`src/rtl/fetch_pkg.sv`:
```
`default_nettype none
// ============================================================================
// Module   : fetch_pkg
// Purpose  : Shared state encoding and constants for the fetch sequencer.
// Revision : 1.0 - initial release
// ============================================================================
package fetch_pkg;

    typedef enum logic [1:0] {
        S_ISSUE = 2'd0,
        S_HOLD  = 2'd1,
        S_DRAIN = 2'd2
    } fetch_state_t;

    localparam int INSTR_BYTES = 4;

endpackage : fetch_pkg
`default_nettype wire

```
`src/rtl/fetch_out_buf.sv`:
```
`default_nettype none
// ============================================================================
// Module   : fetch_out_buf
// Purpose  : Single-entry instruction/PC holding buffer with load, clear and valid.
// Revision : 1.0 - initial release
// ============================================================================
module fetch_out_buf
    import fetch_pkg::*;
#(
    parameter int WORD    = 64,
    parameter int INSTR_W = 32
) (
    input  logic               clk,
    input  logic               reset,
    input  logic               load,
    input  logic               clear,
    input  logic [INSTR_W-1:0] load_instr,
    input  logic [WORD-1:0]    load_pc,
    output logic               valid,
    output logic [INSTR_W-1:0] instr,
    output logic [WORD-1:0]    pc
);

    logic               r_valid;
    logic [INSTR_W-1:0] r_instr;
    logic [WORD-1:0]    r_pc;

    // Load wins over clear; contents stay put while neither is asserted.
    always_ff @(posedge clk) begin
        if (!reset) begin
            r_valid <= 1'b0;
            r_instr <= '0;
            r_pc    <= '0;
        end else if (load) begin
            r_valid <= 1'b1;
            r_instr <= load_instr;
            r_pc    <= load_pc;
        end else if (clear) begin
            r_valid <= 1'b0;
        end
    end

    assign valid = r_valid;
    assign instr = r_instr;
    assign pc    = r_pc;

endmodule : fetch_out_buf
`default_nettype wire

```
`src/rtl/fetch_sequencer.sv`:
```
`default_nettype none
// ============================================================================
// Module   : fetch_sequencer
// Purpose  : Owns the fetch PC, issues imem reads and buffers results for decode.
// Revision : 1.0 - initial release
// ============================================================================
module fetch_sequencer
    import fetch_pkg::*;
#(
    parameter int              WORD     = 64,
    parameter int              INSTR_W  = 32,
    parameter logic [WORD-1:0] RESET_PC = '0
) (
    input  logic               clk,
    input  logic               reset,
    output logic               imem_req,
    output logic [WORD-1:0]    imem_addr,
    input  logic               imem_ack,
    input  logic [INSTR_W-1:0] imem_rdata,
    output logic               if_valid,
    input  logic               if_ready,
    output logic [INSTR_W-1:0] if_instr,
    output logic [WORD-1:0]    if_pc,
    input  logic               br_taken,
    input  logic [WORD-1:0]    br_target
);

    fetch_state_t    r_state;
    logic [WORD-1:0] r_pc;
    logic [WORD-1:0] r_pend_pc;
    logic            r_live;

    logic [WORD-1:0] w_target;
    logic [WORD-1:0] w_pc_next;
    logic            w_load;
    logic            w_clear;

    assign w_target  = br_target & ~(WORD'(INSTR_BYTES - 1));
    assign w_pc_next = r_pc + WORD'(INSTR_BYTES);

    // r_live masks the request for the first cycle out of reset so outputs stay quiet in reset.
    assign w_load  = r_live && (r_state == S_ISSUE) && imem_ack && !br_taken;
    assign w_clear = (r_state == S_HOLD) && (br_taken || if_ready);

    always_ff @(posedge clk) begin
        if (!reset) begin
            r_state   <= S_ISSUE;
            r_pc      <= RESET_PC;
            r_pend_pc <= RESET_PC;
            r_live    <= 1'b0;
        end else begin
            r_live <= 1'b1;
            case (r_state)
                S_ISSUE: begin
                    if (r_live) begin
                        if (br_taken) begin
                            if (imem_ack) begin
                                r_pc <= w_target;
                            end else begin
                                r_pend_pc <= w_target;
                                r_state   <= S_DRAIN;
                            end
                        end else if (imem_ack) begin
                            r_pc    <= w_pc_next;
                            r_state <= S_HOLD;
                        end
                    end
                end
                S_HOLD: begin
                    if (br_taken) begin
                        r_pc    <= w_target;
                        r_state <= S_ISSUE;
                    end else if (if_ready) begin
                        r_state <= S_ISSUE;
                    end
                end
                S_DRAIN: begin
                    // A redirect coinciding with the draining ack is the newest target.
                    if (imem_ack) begin
                        r_pc    <= br_taken ? w_target : r_pend_pc;
                        r_state <= S_ISSUE;
                    end else if (br_taken) begin
                        r_pend_pc <= w_target;
                    end
                end
                default: r_state <= S_ISSUE;
            endcase
        end
    end

    assign imem_req  = r_live && (r_state != S_HOLD);
    assign imem_addr = r_live ? r_pc : '0;

    fetch_out_buf #(
        .WORD    (WORD),
        .INSTR_W (INSTR_W)
    ) u_out_buf (
        .clk        (clk),
        .reset      (reset),
        .load       (w_load),
        .clear      (w_clear),
        .load_instr (imem_rdata),
        .load_pc    (r_pc),
        .valid      (if_valid),
        .instr      (if_instr),
        .pc         (if_pc)
    );

endmodule : fetch_sequencer
`default_nettype wire

```
`config.mk`:
```
export PLATFORM = sky130hd
export DESIGN_NAME = fetch_sequencer
export DESIGN_NICKNAME = d
export VERILOG_FILES = /design/src/rtl/fetch_pkg.sv /design/src/rtl/fetch_out_buf.sv /design/src/rtl/fetch_sequencer.sv
export SDC_FILE = /design/constraint.sdc
export NUM_CORES = 1
export LEC_CHECK = 0
export ABC_AREA = 1
export CORE_ASPECT_RATIO = 0.75
export CORE_MARGIN = 2
export CORE_UTILIZATION = 47
export DETAILED_ROUTE_END_ITERATION = 8
export GPL_ROUTABILITY_DRIVEN = 0
export GPL_TIMING_DRIVEN = 0
export PLACE_DENSITY_LB_ADDON = 0.3
export SLEW_MARGIN = 20
export SYNTH_ARGS = -nofsm -noshare
export SYNTH_HDL_FRONTEND = slang
export SYNTH_HIERARCHICAL = 1
export SYNTH_SLANG_ARGS = --single-unit
```
`constraint.sdc`:
```
create_clock -name clk -period 1.9 [get_ports clk]
set_input_delay 0.19 -clock clk [delete_from_list [all_inputs] [get_ports clk]]
set_output_delay 0.19 -clock clk [all_outputs]
set_load 0.05 [all_outputs]
```
======== Word-level counts from Yosys, hierarchy flattened ========
Index checks and enable logic that the tools add are counted.
storage, ports and cells
  bits of input ports ..................... 101
  output and inout port bits .............. 162
  flip-flop bits (word level) ............. 228
operators by class
  multiplexer cells ....................... 25
  add/subtract/negate cells ............... 1
  reductions and logical operators ........ 14
  eq/ne operators ......................... 13
operators by type and width
  kind                     number
  $mux W64                 12
  $pmux W64 S3             1
  $pmux W64 S2             1
  $add A64 B3 Y64 const B  1
  $reduce_and A5 Y1        3
  $mux W2                  7
  $ne A2 B2 Y1 const B     7
  $ne A3 B3 Y1 const B     3
  $pmux W2 S3              1
  $logic_and A1 B1 Y1      5
  $reduce_bool A2 Y1       2
  $mux W1                  3
  $reduce_bool A3 Y1       1
  $eq A2 B1 Y1 const B     1
  $eq A2 B2 Y1 const B     1
  $logic_not A2 Y1         1
  $ne A2 B1 Y1 const B     1
  $logic_not A1 Y1         1
  $logic_or A1 B1 Y1       1

======== Depth between registers and ports, before layout ========
  depth in word-level cells ............... 5
  mapped depth ............................ 15
  depth with buffers taken out ............ 14

======== By module ========
The synthesis kept the hierarchy.
modules (own cells, without submodules)
  module           area an instance (um^2)  seq. area each (um^2)  times used  cells an instance
  fetch_sequencer  9511.6                   2622.5                 1           1678
  fetch_out_buf    3333.2                   1941.9                 1           420

======== Worst setup path after synthesis ========
OpenSTA, ideal clock, no wires.
  path type ............................... register to register
  start ................................... register r_state[1]
  end ..................................... register u_out_buf.r_instr[20] (netlist: u_out_buf/instr[20])
  library setup time ...................... 117 ps
  period minus slack after synthesis ...... 1963 ps
  buffers on the path ..................... 3
  setup slack ............................. -63 ps
  stages on the path, launching flop included .. 13
  data arrival time ....................... 1847 ps
  cell sequence ........................... dfxtp_1 > inv_1 > ha_1 > inv_1 > nor2_1 > inv_1 > nor3_1 > buf_6 > inv_2 > buf_6 > buf_6 > nor2_1 > nor2_1
on the way
  longest elaborated chain between the ends .. 4
ends and longest elaborated chain
  what                               RTL line               source
  from (decl)                        fetch_sequencer.sv:28  fetch_state_t r_state;
  from (signal assigned)             fetch_sequencer.sv:47  r_state <= S_ISSUE;
  from (signal assigned)             fetch_sequencer.sv:61  r_state <= S_DRAIN;
  from (signal assigned)             fetch_sequencer.sv:65  r_state <= S_HOLD;
  $logic_not A2 Y1                   fetch_sequencer.sv:42  assign w_load = r_live && (r_state == S_ISSUE) && imem_ack && !br_taken;
  $logic_and A1 B1 Y1 (3 in series)  fetch_sequencer.sv:42
  via w_load                         fetch_sequencer.sv:35  logic w_load;
  to (signal assigned)               fetch_out_buf.sv:36    r_instr <= load_instr;
  to (decl)                          fetch_out_buf.sv:25    logic [INSTR_W-1:0] r_instr;
The timed path passes the listed nets, and every way through them passes these cells.
A chain may end at the register's enable or synchronous reset.

======== Worst setup path after layout ========
  start ................................... register r_state[0]
  end ..................................... register r_pc[49]
on the way
  longest elaborated chain between the ends .. 3
ends and longest elaborated chain
  what                                                                 RTL line               source
  $eq A2 B1 Y1 (tied with other cells)                                 fetch_sequencer.sv:53  case (r_state)
  $ne A2 B2 Y1 (no source line) or $reduce_bool A3 Y1 (tied branches)  n/a
  $reduce_and A5 Y1 (no source line)                                   n/a
  to (signal assigned)                                                 fetch_sequencer.sv:58  r_pc <= w_target;
  to (signal assigned)                                                 fetch_sequencer.sv:64  r_pc <= w_pc_next;
  to (signal assigned)                                                 fetch_sequencer.sv:71  r_pc <= w_target;
  to (decl)                                                            fetch_sequencer.sv:29  logic [WORD-1:0] r_pc;
Parallel ways exist; a longest one is shown, timed or not.

==> flow_summary.toml <==
[final_layout]
insertedDiodeCount = 0
final_cell_mix = "nand2_1 (535), a21oi_1 (304), nor2_1 (220)"
final_layout_size_suffix_gt1_frac = 0.245
final_common_cell = "nand2_1"
fin_nets = 2539
fillers = 2160
area_growth_syn_to_layout_pct = 46.1
post-route-util = 0.697
stdcell_count = 2802
stdcell_area_um2 = 18800

[clock_tree]
cts_buffer_depth = 3
h-tree-depth = 1
cts_made_buffers = 24
worstSkewPairLatency_ns = 0.54
cts_hold_buf = 0
cts-root-buf = "clkbuf_16"
clk_pin_slew_ns = 0.07
clock-sinks = 228
cts_tree = "yes"

[yosys]
synth.distinct_cells = 35
ys_ff_latch = 228
synth_cells = 2098
yosys_warnings = 6
syn_avg_cell_area_um2 = 6.12
syn_area_um2 = 12800
synthesis.nets = 2204
ys_seq_area_frac = 0.355

[grt]
grt_max_degree = 17
overflow = 0
grtUsageMet2 = 0.512
grt_pass1_wl_um = 79400
track_usage = 0.347
use_met1 = 0.473
grt_pass1_vias = 14700
antenna_found_initial = 1
grt_use_met3 = 0.0996
gr-max-usage-layer = "met2"

[place]
place_area_um2 = 15900
port_buffers = 260
dp_worst_setup_slack_ns = -1.26
dp.cells = 2709
post-dp-hpwl_um = 37700

[sta]
hold_violations = 0
finalSetupViolCount = 117
period_share = 1.08
setup_ws_ns = -0.144
maxSlewHeadroom = 0.474
tns_ns = -5.42
worst_slew_pin_slew_ns = 0.788
skew_ns = 0.0102
rsz0062_at_grt = "yes"
drv_slew = 0
fmax_mhz = 489
post-route-min-period_ns = 2.04

[power]
peakVddDrop_v = 0.000850
seq_power_share = 0.295
p_switching_uw = 13600
leakagePower_uw = 0.00811
clkPwrFrac = 0.177
p_int_uw = 14600
power_frac_comb = 0.529
switching_share = 0.481
power_density_nw_per_um2 = 1500

[worst_setup_path]
crit_required_ns = 2.35
startpoint_type = "register"
end_kind = "register"
cp.arrival_ns = 2.50
rr_startpoint = "r_state[0]"
worst-setup-path-type = "register to register"
reg2reg_setup_slack_ns = -0.14
cp_max_fo = 5
rr_worst_depth = 15
r2r_end = "r_pc[49]"

[status]
violations = "DRC, setup timing"
outcome = "finished, violations left"

[hold_path]
min_to = "r_live"
whs_path_depth = 1
hold_class = "primary input to register"
hold_start = "reset"

[drt]
wl_per_cell_um = 19.8
drt_pass1_iterations = 9
via_per_inst = 5.92
drcViolationCount = 5
wl_um = 55400
vias = 16600
drt_iter0_markers = 2225
postRouteAntennaNets = 0

[floorplan]
initial_core_util = 0.477
die_h_um = 147
fp.coreArea_um2 = 26900
core.rowCount = 52
io_pins = 263
die-area_um2 = 28700
die-width_um = 195

[flow_run]
cap_violations = 0
==> metrics by stage <==
step | power, uW | hold slack, ns
floorplan | 14900 | 0.218
global placement | 18800 | 0.451
detailed placement | 19000 | 0.463
CTS | 25600 | 0.240
global route | 29200 | 0.137
finish | 28200 | 0.156
==> how the worst max path moves through the flow <==
stage / endpoint / slack, ns / depth (start not counted) / start
6_report: r_pc[49] / -0.14 / 15 / r_state[0]
4_1_cts: r_pc[24] / -0.11 / 16 / r_state[0]
3_3_place_gp: u_out_buf/instr[1] / -1.23 / 9 / r_live
2_1_floorplan: imem_req / 0.04 / 5 / r_state[1]
3_5_place_dp: u_out_buf/instr[20] / -1.26 / 9 / r_live
5_1_grt: r_pc[16] / -0.15 / 15 / r_state[0]
==> routing by layer <==
layer	part of all wire	vias to the layer above
met4	0.056	2
li1	-	7504
met5	0.00020	-
met1	0.37	7489
met2	0.41	1293
met3	0.16	296
==> critical path: stages (launching register included) <==
cell and delay [ns]:
dfxtp_4 0.38, inv_6 0.05, ha_4 0.16, inv_2 0.06, nor2_1 0.04, inv_1 0.09
nand2_2 0.09, nor2_2 0.14, inv_2 0.07, nor2_4 0.13, inv_4 0.07, clkbuf_16 0.18
buf_12 0.14, a21oi_2 0.11, nand2_1 0.09, a21oi_1 0.15
==> what timing repair did <==
item / in CTS / in global routing
gates cloned: 4 / 5
setup endpoints to repair: 289 / 297
resized for setup: 581 / 458
buffers inserted: 33 / 11
pin swaps: 31 / 55
==> power by group through the flow <==
stage	registers [uW]	logic (uW)	clock network (uW)
2_1_floorplan	7930	7000	0
3_3_place_gp	7860	10900	0
3_5_place_dp	7910	11100	0
4_1_cts	7880	12800	5000
5_1_grt	8350	15700	5180
6_report	8310	14900	4980
==> flip-flops by register name, summed over array words and instances, names as in the netlist <==
name	flops
r_live	1
r_pc	64
r_pend_pc	64
r_state	2
u_out_buf/instr	32
u_out_buf/pc	64
u_out_buf/valid	1
==> final cells by class <==
| type | count | area, um2 | share of cell area |
|---|---|---|---|
| multi-input cells | 1612 | 8200 | 0.437 |
| flip-flops and latches | 228 | 4680 | 0.250 |
| repair buffers | 312 | 3090 | 0.165 |
| plain buffers | 129 | 1020 | 0.0544 |
| clock buffers | 33 | 686 | 0.0365 |
| inverters | 126 | 504 | 0.0269 |
| well taps | 351 | 439 | 0.0234 |
| clock inverters | 11 | 140 | 0.00747 |
==> cells in the mapped netlist, drive strengths merged <==
cell type,number,share of area
nand4,6,0.0029
xnor2,5,0.0034
a21boi,2,0.0012
a31oi,1,0.00049
o211ai,2,0.0012
inv,124,0.036
or2,1,0.00049
o211a,2,0.0016
nor3,1,0.00039
nand2,570,0.17
o21bai,9,0.0053
nand3b,5,0.0029
clkinv,2,0.00058
o21ai,190,0.074
buf,51,0.021
clkbuf,81,0.024
dfxtp,228,0.36
ha,5,0.0049
nor2,332,0.10
o221ai,2,0.0014
a21oi,402,0.16
xor2,12,0.0082
nand3,65,0.025
==> cell families (layout without fill, tap and decap cells) <==
family / after synthesis / in the layout / share of synthesized area
DFF: 228 / 228 / 0.355
adders and majority gates: 5 / 5 / 0.00487
and+or+nand+nor: 980 / 980 / 0.304
xor gates and xnor gates: 17 / 17 / 0.0116
buffers and inverters: 258 / 611 / 0.0823
AOI/OAI and AO/OA: 610 / 610 / 0.242
Note: power is estimated with default switching activity, not from simulation.
